$ cat src/rtl/mult_div_pkg.sv
// Shared types and sizing for the signed multiply/divide unit.
package mult_div_pkg;

    localparam int WORD_W     = 32;
    localparam int ITER_COUNT = 32;
    localparam int CNT_W      = 6;
    localparam int PROD_W     = 2 * WORD_W + 1;

    typedef enum logic [1:0] {
        IDLE = 2'd0,
        MULT = 2'd1,
        DIV  = 2'd2,
        DONE = 2'd3
    } state_t;

    function automatic logic [WORD_W-1:0] mag(input logic [WORD_W-1:0] v);
        return v[WORD_W-1] ? (~v + 1'b1) : v;
    endfunction

endpackage

$ cat src/rtl/booth_step.sv
// One radix-2 Booth iteration: add/sub on the accumulator, then arithmetic shift right of {acc, mplier, q-1}.
module booth_step
    import mult_div_pkg::*;
(
    input  logic [PROD_W-1:0] i_prod,
    input  logic [WORD_W-1:0] i_mcand,
    output logic [PROD_W-1:0] o_prod
);

    logic [WORD_W:0] w_acc_ext;
    logic [WORD_W:0] w_mcand_ext;
    logic [WORD_W:0] w_sum;

    // The sum is one bit wider so -2^31 * -2^31 shifts in the true sign rather than an overflowed one.
    always_comb begin
        w_acc_ext   = {i_prod[PROD_W-1], i_prod[PROD_W-1:WORD_W+1]};
        w_mcand_ext = {i_mcand[WORD_W-1], i_mcand};
        unique case (i_prod[1:0])
            2'b01:   w_sum = w_acc_ext + w_mcand_ext;
            2'b10:   w_sum = w_acc_ext - w_mcand_ext;
            default: w_sum = w_acc_ext;
        endcase
        o_prod = {w_sum, i_prod[WORD_W:1]};
    end

endmodule

$ cat src/rtl/mult_div_unit.sv
// Iterative signed multiply (Booth) and divide (restoring) unit; 32 iterations per operation.
//
// state | meaning
// IDLE  | waiting for multStart/divStart; operands latched on accept
// MULT  | first cycle loads the Booth register, then 32 Booth steps
// DIV   | first cycle loads magnitudes, then b==0 exits or 32 restoring steps
// DONE  | one-cycle done pulse, results already in hi/lo
module mult_div_unit
    import mult_div_pkg::*;
(
    input  logic              clk,
    input  logic              reset,
    input  logic              multStart,
    input  logic              divStart,
    input  logic [WORD_W-1:0] a,
    input  logic [WORD_W-1:0] b,
    output logic [WORD_W-1:0] hi,
    output logic [WORD_W-1:0] lo,
    output logic              busy,
    output logic              done,
    output logic              divZero
);

    localparam logic [CNT_W-1:0] LAST_ITER = CNT_W'(ITER_COUNT - 1);

    state_t              r_state;
    logic [CNT_W-1:0]    r_cnt;
    logic                r_setup;
    logic [WORD_W-1:0]   r_opa;
    logic [WORD_W-1:0]   r_opb;
    logic [PROD_W-1:0]   r_prod;
    logic [WORD_W-1:0]   r_rem;
    logic [WORD_W-1:0]   r_quo;
    logic [WORD_W-1:0]   r_dvs;
    logic                r_qneg;
    logic                r_rneg;

    logic [PROD_W-1:0]   w_booth_next;
    logic [WORD_W:0]     w_rem_sh;
    logic [WORD_W-1:0]   w_diff;
    logic                w_qbit;
    logic [WORD_W-1:0]   w_rem_next;
    logic [WORD_W-1:0]   w_quo_next;
    logic [WORD_W-1:0]   w_rem_signed;
    logic [WORD_W-1:0]   w_quo_signed;

    booth_step u_booth_step (
        .i_prod  (r_prod),
        .i_mcand (r_opa),
        .o_prod  (w_booth_next)
    );

    // Remainder stays below the divisor, so the low 32 bits of the difference are exact when w_qbit is set.
    always_comb begin
        w_rem_sh     = {r_rem, r_quo[WORD_W-1]};
        w_qbit       = (w_rem_sh >= {1'b0, r_dvs});
        w_diff       = w_rem_sh[WORD_W-1:0] - r_dvs;
        w_rem_next   = w_qbit ? w_diff : w_rem_sh[WORD_W-1:0];
        w_quo_next   = {r_quo[WORD_W-2:0], w_qbit};
        w_rem_signed = r_rneg ? (~w_rem_next + 1'b1) : w_rem_next;
        w_quo_signed = r_qneg ? (~w_quo_next + 1'b1) : w_quo_next;
    end

    always_ff @(posedge clk) begin
        if (reset) begin
            r_state <= IDLE;
            r_cnt   <= '0;
            r_setup <= 1'b0;
            r_opa   <= '0;
            r_opb   <= '0;
            r_prod  <= '0;
            r_rem   <= '0;
            r_quo   <= '0;
            r_dvs   <= '0;
            r_qneg  <= 1'b0;
            r_rneg  <= 1'b0;
            hi      <= '0;
            lo      <= '0;
            busy    <= 1'b0;
            done    <= 1'b0;
            divZero <= 1'b0;
        end else begin
            done <= 1'b0;
            case (r_state)
                IDLE: begin
                    if (multStart || divStart) begin
                        r_opa   <= a;
                        r_opb   <= b;
                        r_cnt   <= '0;
                        r_setup <= 1'b1;
                        divZero <= 1'b0;
                        busy    <= 1'b1;
                        r_state <= multStart ? MULT : DIV;
                    end
                end
                MULT: begin
                    if (r_setup) begin
                        r_prod  <= {{WORD_W{1'b0}}, r_opb, 1'b0};
                        r_setup <= 1'b0;
                    end else begin
                        r_prod <= w_booth_next;
                        r_cnt  <= r_cnt + 1'b1;
                        if (r_cnt == LAST_ITER) begin
                            hi      <= w_booth_next[PROD_W-1:WORD_W+1];
                            lo      <= w_booth_next[WORD_W:1];
                            done    <= 1'b1;
                            r_state <= DONE;
                        end
                    end
                end
                DIV: begin
                    if (r_setup) begin
                        r_quo   <= mag(r_opa);
                        r_dvs   <= mag(r_opb);
                        r_rem   <= '0;
                        r_qneg  <= r_opa[WORD_W-1] ^ r_opb[WORD_W-1];
                        r_rneg  <= r_opa[WORD_W-1];
                        r_setup <= 1'b0;
                    end else if (r_dvs == '0) begin
                        divZero <= 1'b1;
                        done    <= 1'b1;
                        r_state <= DONE;
                    end else begin
                        r_rem <= w_rem_next;
                        r_quo <= w_quo_next;
                        r_cnt <= r_cnt + 1'b1;
                        if (r_cnt == LAST_ITER) begin
                            hi      <= w_rem_signed;
                            lo      <= w_quo_signed;
                            done    <= 1'b1;
                            r_state <= DONE;
                        end
                    end
                end
                DONE: begin
                    busy    <= 1'b0;
                    r_state <= IDLE;
                end
                default: begin
                    busy    <= 1'b0;
                    r_state <= IDLE;
                end
            endcase
        end
    end

endmodule

$ cat config.mk
export PLATFORM = sky130hd
export DESIGN_NAME = mult_div_unit
export DESIGN_NICKNAME = d
export VERILOG_FILES = /design/src/rtl/mult_div_pkg.sv /design/src/rtl/booth_step.sv /design/src/rtl/mult_div_unit.sv
export SDC_FILE = /design/constraint.sdc
export NUM_CORES = 1
export LEC_CHECK = 0
export CAP_MARGIN = 15
export CORE_MARGIN = 4
export CORE_UTILIZATION = 48
export DETAILED_ROUTE_END_ITERATION = 7
export PLACE_DENSITY = 0.69
export SLEW_MARGIN = 20
export SYNTH_ARGS = -nofsm -noshare
export SYNTH_HDL_FRONTEND = slang
export SYNTH_SLANG_ARGS = --single-unit
export TNS_END_PERCENT = 50
$ cat constraint.sdc
create_clock -name clk -period 9.8 [get_ports clk]
set_input_delay 0.98 -clock clk [delete_from_list [all_inputs] [get_ports clk]]
set_output_delay 0.98 -clock clk [all_outputs]
set_load 0.01 [all_outputs]
==> results.yml, run 1 <==
routing:
  drcViolationCount: 0
  vias: 19437
  dr.first_iter.drc_count: 1866
  via_per_inst: 6.09
  routedWlPerCell_um: 20.5
  ant_nets: 0
  wl_um: 65500
  drt_pass1_iterations: 6
timing:
  max_freq_ghz: 0.184
  fin_skew_ps: 23.9
  tightest_slew_ps: 1080
  rsz0062_at_grt: "no"
  layout_min_cycle_time_ps: 5430
  fin_crit_sh_pct: 55.4
  setup_viol: 0
  finalMaxSlewViolations: 0
  slew-limit-headroom_pct: 27.7
  finalSetupTns_ps: 0
  hold_viol: 0
placed_design:
  gp_congestion: 0.994
  hpwl_um: 48500
  io_buffers: 134
floorplanning:
  die_w_um: 211
  ios: 135
  placement_rows: 74
  dieArea_um2: 44500
  core_area_um2: 40700
  fp.dieH_um: 211
  start_util_pct: 48.5
setup_path:
  r2r_slack_ps: 4370
  critPathCaptureType: "register"
  critPathRequiredTime_ps: 10250
  r2r_cells: 20
  crit_arrival_ps: 5880
  start_kind: "register"
  cp_max_fo: 7
  rr_startpoint: "r_opa[0]$_SDFFE_PP0P_"
  criticalPathCategory: "register to register"
  r2r_end: "hi[27]$_SDFFE_PP0P_"
clock_network:
  cts.sinks: 303
  cts_hold_buf: 0
  cts_resized: 0
  cts_buffer_depth: 3
  h-tree-depth: 2
  clock-root-buffer: "clkbuf_16"
  path_clk_slew_ps: 60
  insertion_delay_ps: 570
  cts_tree: "built"
  post_cts_buffers: 0
  cts_made_buffers: 37
grt:
  grt_max_degree: 88
  overflow: 0
  grt_usage_pct: 28.3
  grt_pass1_vias: 17946
  grt_pass1_wl_um: 101000
  antenna_found_initial: 0
synthesis:
  synth_seq_cells: 303
  avgSynthCellArea_um2: 7.53
  synth-edff-count: 0
  synthTopCellsByArea: "dfxtp_1 31%, nor2_1 6.6%, nand2_1 6.5%"
  synth_fp_nets: 2767
  ys.flop_type: "dfxtp_1"
  syn_area_um2: 19800
  ys_types: 96
  yosys.area.top_type: "dfxtp_1"
  syn_inst: 2622
  yosysSeqAreaShare_pct: 30.7
  synth_top_area_share_pct: 30.7
  ys_async_sr_fraction_pct: 0
  ys_warn_count: 0
flow_run:
  drv_cap: 0
layout:
  final_cell_mix: "346 x nor2_1, 338 x nand2_1, 302 x dfxtp_1, 220 x a21oi_1, 150 x o21ai_0"
  syn_to_final_growth_pct: 13.7
  fin_nets: 2777
  antenna_cells: 0
  drive_above_1_share_pct: 5.38
  mostFrequentLayoutCell: "nor2_1"
min_path:
  hold_path.class: "register to register"
  hp-start: "lo[27]$_SDFFE_PP0P_"
  hold_depth: 2
  hold_path_end: "lo[27]$_SDFFE_PP0P_"
run_status:
  status: "complete, no violations"
registers in the layout, summed over array words and instances (netlist names), 2 cells and up:
register and count:
r_cnt 6, r_state 2, r_dvs 32, r_opa 32, r_quo 32, r_rem 32, r_prod 65, r_opb 32
lo 32, hi 32
worst max-delay path by stage:
stage / from / end / slack, ps / cells after the start
global route: r_opa[0]$_SDFFE_PP0P_ / hi[27]$_SDFFE_PP0P_ / 4010 / 20
floorplan: r_opa[0]$_SDFFE_PP0P_ / hi[27]$_SDFFE_PP0P_ / 5200 / 21
finish: r_opa[0]$_SDFFE_PP0P_ / hi[27]$_SDFFE_PP0P_ / 4370 / 20
CTS: r_opa[0]$_SDFFE_PP0P_ / hi[27]$_SDFFE_PP0P_ / 4460 / 20
detailed placement: r_opa[0]$_SDFFE_PP0P_ / hi[27]$_SDFFE_PP0P_ / 4480 / 20
global placement: r_opa[0]$_SDFFE_PP0P_ / hi[27]$_SDFFE_PP0P_ / 4550 / 20
stage by stage:
stage / setup WS (ps) / util [%] / area (um2) / hold WS [ps] / cells
2_1_floorplan: 5200 / - / 19800 / 445 / 2622
3_3_place_gp: 4550 / 52.1 / 21200 / 457 / 3125
3_5_place_dp: 4480 / 52.1 / 21200 / 457 / 3125
4_1_cts: 4460 / 55.1 / 22500 / 477 / 3190
5_1_grt: 4010 / 55.1 / 22500 / 487 / 3190
6_report: 4370 / 55.1 / 22500 / 474 / 3190
kinds of logic (layout without fill, tap and decap cells):
kind of cell / count (synthesis) / count (layout) / synth area share, %
AND/OR/NAND/NOR: 962 / 962 / 21.9
AO/OA/AOI/OAI: 770 / 770 / 25.5
flip-flops: 303 / 303 / 30.7
buffers and inverters: 252 / 288 / 5.07
XOR/XNOR: 193 / 193 / 8.56
adder cells (fa/ha/maj): 77 / 77 / 4.95
multiplexers: 65 / 65 / 3.34
metal layers:
layer	up-vias	global-route usage [%]	wire length, um
li1	9332	-	-
met1	9241	39.8	29500
met2	744	44.7	29400
met3	120	3.89	4410
met4	0	10.1	2230
met5	-	0	0
cells in the mapped netlist (14+ instances only):
cell type  count
and2_1        18
nor2b_1       16
buf_2         15
xor2_1        93
xnor2_1      100
a21o_1        28
clkbuf_1     148
nor4_1        19
nor2_1       347
a21oi_1      220
or3_1         21
mux2i_1       58
or4_1         16
inv_1         66
o211ai_1      25
nand2_1      340
a211oi_1     131
nand2b_1      22
buf_1         14
dfxtp_1      303
nand3_1       35
nand4_1       17
o31ai_1       26
nor3_1        53
and3_1        14
o21ai_0      151
a22oi_1       47
ha_1          75
cell type report:
cell class,instances,area [um2]
fillers,3919,18300
well taps,532,666
repair buffers,154,1500
clock inverters,16,199
inverters,69,262
clock buffers,49,1050
multi-input cells,2067,12700
flip-flops and latches,303,6070
critical path, cell delays in order (launching register included):
cell and delay (ps):
dfxtp_1 350, or3_4 420, or3_4 370, nor2_4 90
nand2_1 80, or3_4 370, nor3_1 260, nor2_1 90
xnor2_1 320, ha_1 380, a21oi_1 180, o21ai_0 100
a21oi_1 140, nor2_1 50, a311oi_1 680, o21ai_0 310
a41oi_1 310, xor2_1 170, o21ai_0 120, a22o_1 270
a32o_1 230
Power of run 1 is not shown: default switching activity piles up to over one toggle a cycle in this logic, so the estimate is an artifact.
==> run 2: changes to the inputs <==
clock period = 5.2 ns   (was 9.8 ns; I/O delays follow)
==> results.yml, run 2 (synthesis gave the netlist of run 1 again) <==
setup_path:
  cpLargestDelayFamily: "simple AND/OR/NAND/NOR gates"
  path_cells: "inv_1, ha_1, nand4_1, or4_1, or4_1, and3_1, nand2_8, mux2i_1, ha_1, inv_1, a2111o_1, o32ai_4, o21ai_0, xor2_1, mux2i_1, a211oi_1"
  cpMaxStageDelayCell: "or4_1"
  worst-path-buf-inv: 2
  cp_max_fo: 11
  crit_arrival_ps: 5360
  criticalPathCategory: "register to register"
  start_kind: "register"
  cp_slowest_stage_delay_ps: 610
  critPathRequiredTime_ps: 5650
  critPathCaptureType: "register"
timing:
  setup_viol: 0
  fin_crit_sh_pct: 94.5
  layout_min_cycle_time_ps: 4910
  slew-limit-headroom_pct: 27.7
  fin_skew_ps: 18.4
  finalMaxSlewViolations: 0
  hold_viol: 0
  tightest_slew_ps: 1080
  max_freq_ghz: 0.204
routing:
  routedWlPerCell_um: 20.3
  vias: 19292
  drcViolationCount: 0
  via_per_inst: 6.02
  dr.first_iter.drc_count: 1676
  wl_um: 65100
  drt_pass1_iterations: 5
  ant_nets: 0
clock_network:
  cts_resized: 0
  cts_tree: "built"
  insertion_delay_ps: 560
  cts_made_buffers: 36
  post_cts_buffers: 0
  path_clk_slew_ps: 60
  cts_hold_buf: 0
  cts.sinks: 303
  cts_buffer_depth: 3
  h-tree-depth: 2
  clock-root-buffer: "clkbuf_16"
layout:
  mostFrequentLayoutCell: "nor2_1"
  fin_nets: 2790
  antenna_cells: 0
  fill_cells: 3896
  final_cell_mix: "347 x nor2_1, 339 x nand2_1, 302 x dfxtp_1, 220 x a21oi_1, 147 x o21ai_0"
  largest_reg_flops: 65
  instances_no_fill: 3203
  finalInstanceArea_um2: 22600
  top_register: "r_prod"
  syn_to_final_growth_pct: 14.3
  final_core_util_pct: 55.4
  drive_above_1_share_pct: 6.03
floorplanning:
  dieArea_um2: 44500
  ios: 135
  fp.dieH_um: 211
  core_area_um2: 40700
  placement_rows: 74
  die_w_um: 211
  start_util_pct: 48.5
run_status:
  status: "complete, no violations"
placed_design:
  gp_congestion: 0.935
  placed_area_um2: 21300
  hpwl_um: 48300
  dp_cells: 3139
  io_buffers: 134
grt:
  grt_pass1_vias: 18155
  grt_pass1_wl_um: 102000
  overflow: 0
  grt_usage_pct: 28.5
  antenna_found_initial: 0
  grt_max_degree: 202
flow_run:
  drv_cap: 0
min_path:
  hold_path.class: "register to register"
-- run 2: cell types whose count changed in the layout (fill, tap and decap cells not counted), moves of 3 or more --
cell | previous run | this run
ha_2 | 1 | 5
o21ai_0 | 150 | 147
buf_4 | 20 | 33
clkbuf_1 | 6 | 13
ha_1 | 73 | 69
-- run 2: path summary, 6_finish.rpt --
path	cells after the start	start	slack, ps	to
min reg2reg	2	lo[12]$_SDFFE_PP0P_	460	lo[12]$_SDFFE_PP0P_
max reg2reg	16	r_dvs[17]$_SDFFE_PP0P_	290	hi[16]$_SDFFE_PP0P_
max	16	r_dvs[17]$_SDFFE_PP0P_	290	hi[16]$_SDFFE_PP0P_
min	2	lo[12]$_SDFFE_PP0P_	460	lo[12]$_SDFFE_PP0P_
-- run 2: per-layer routing --
metal	wire [um]	vias to the layer above	track usage [%]	part of all wire, %
met3	4960	118	4.86	7.6
met2	29200	743	44.4	45
met4	2180	0	9.90	3.4
met1	28700	9073	40.1	44
met5	0	-	0	0
li1	-	9358	-	-
-- run 2: worst reg2reg max path, delay by kind of cell (launching register included) --
family / cells / cell delay, ps
multiplexers: 2 / 500
buffers and inverters: 2 / 180
AO/OA/AOI/OAI: 4 / 1110
AND/OR/NAND/NOR: 5 / 1670
flip-flops: 1 / 360
adder cells (fa/ha/maj): 2 / 710
XOR/XNOR: 1 / 280
-- run 2: metrics by stage --
step | setup TNS [ps] | hold slack (ps) | setup WS [ps]
after floorplan | 0 | 445 | 596
after global placement | 0 | 450 | 334
after detailed placement | 0 | 449 | 161
after CTS | 0 | 460 | 136
after global routing | -5.20 | 481 | -5.20
final | 0 | 464 | 287
-- run 2: cell type report --
class	count	area (um2)	area share, %
Clock inverter	8	106	0.471
Tap cell	532	666	2.95
Inverter	69	262	1.16
Clock buffer	56	1060	4.68
Multi-Input combinational cell	2067	12800	56.7
Sequential cell	303	6070	26.9
Timing Repair Buffer	168	1610	7.15
Power of run 2 is left out for the same reason.
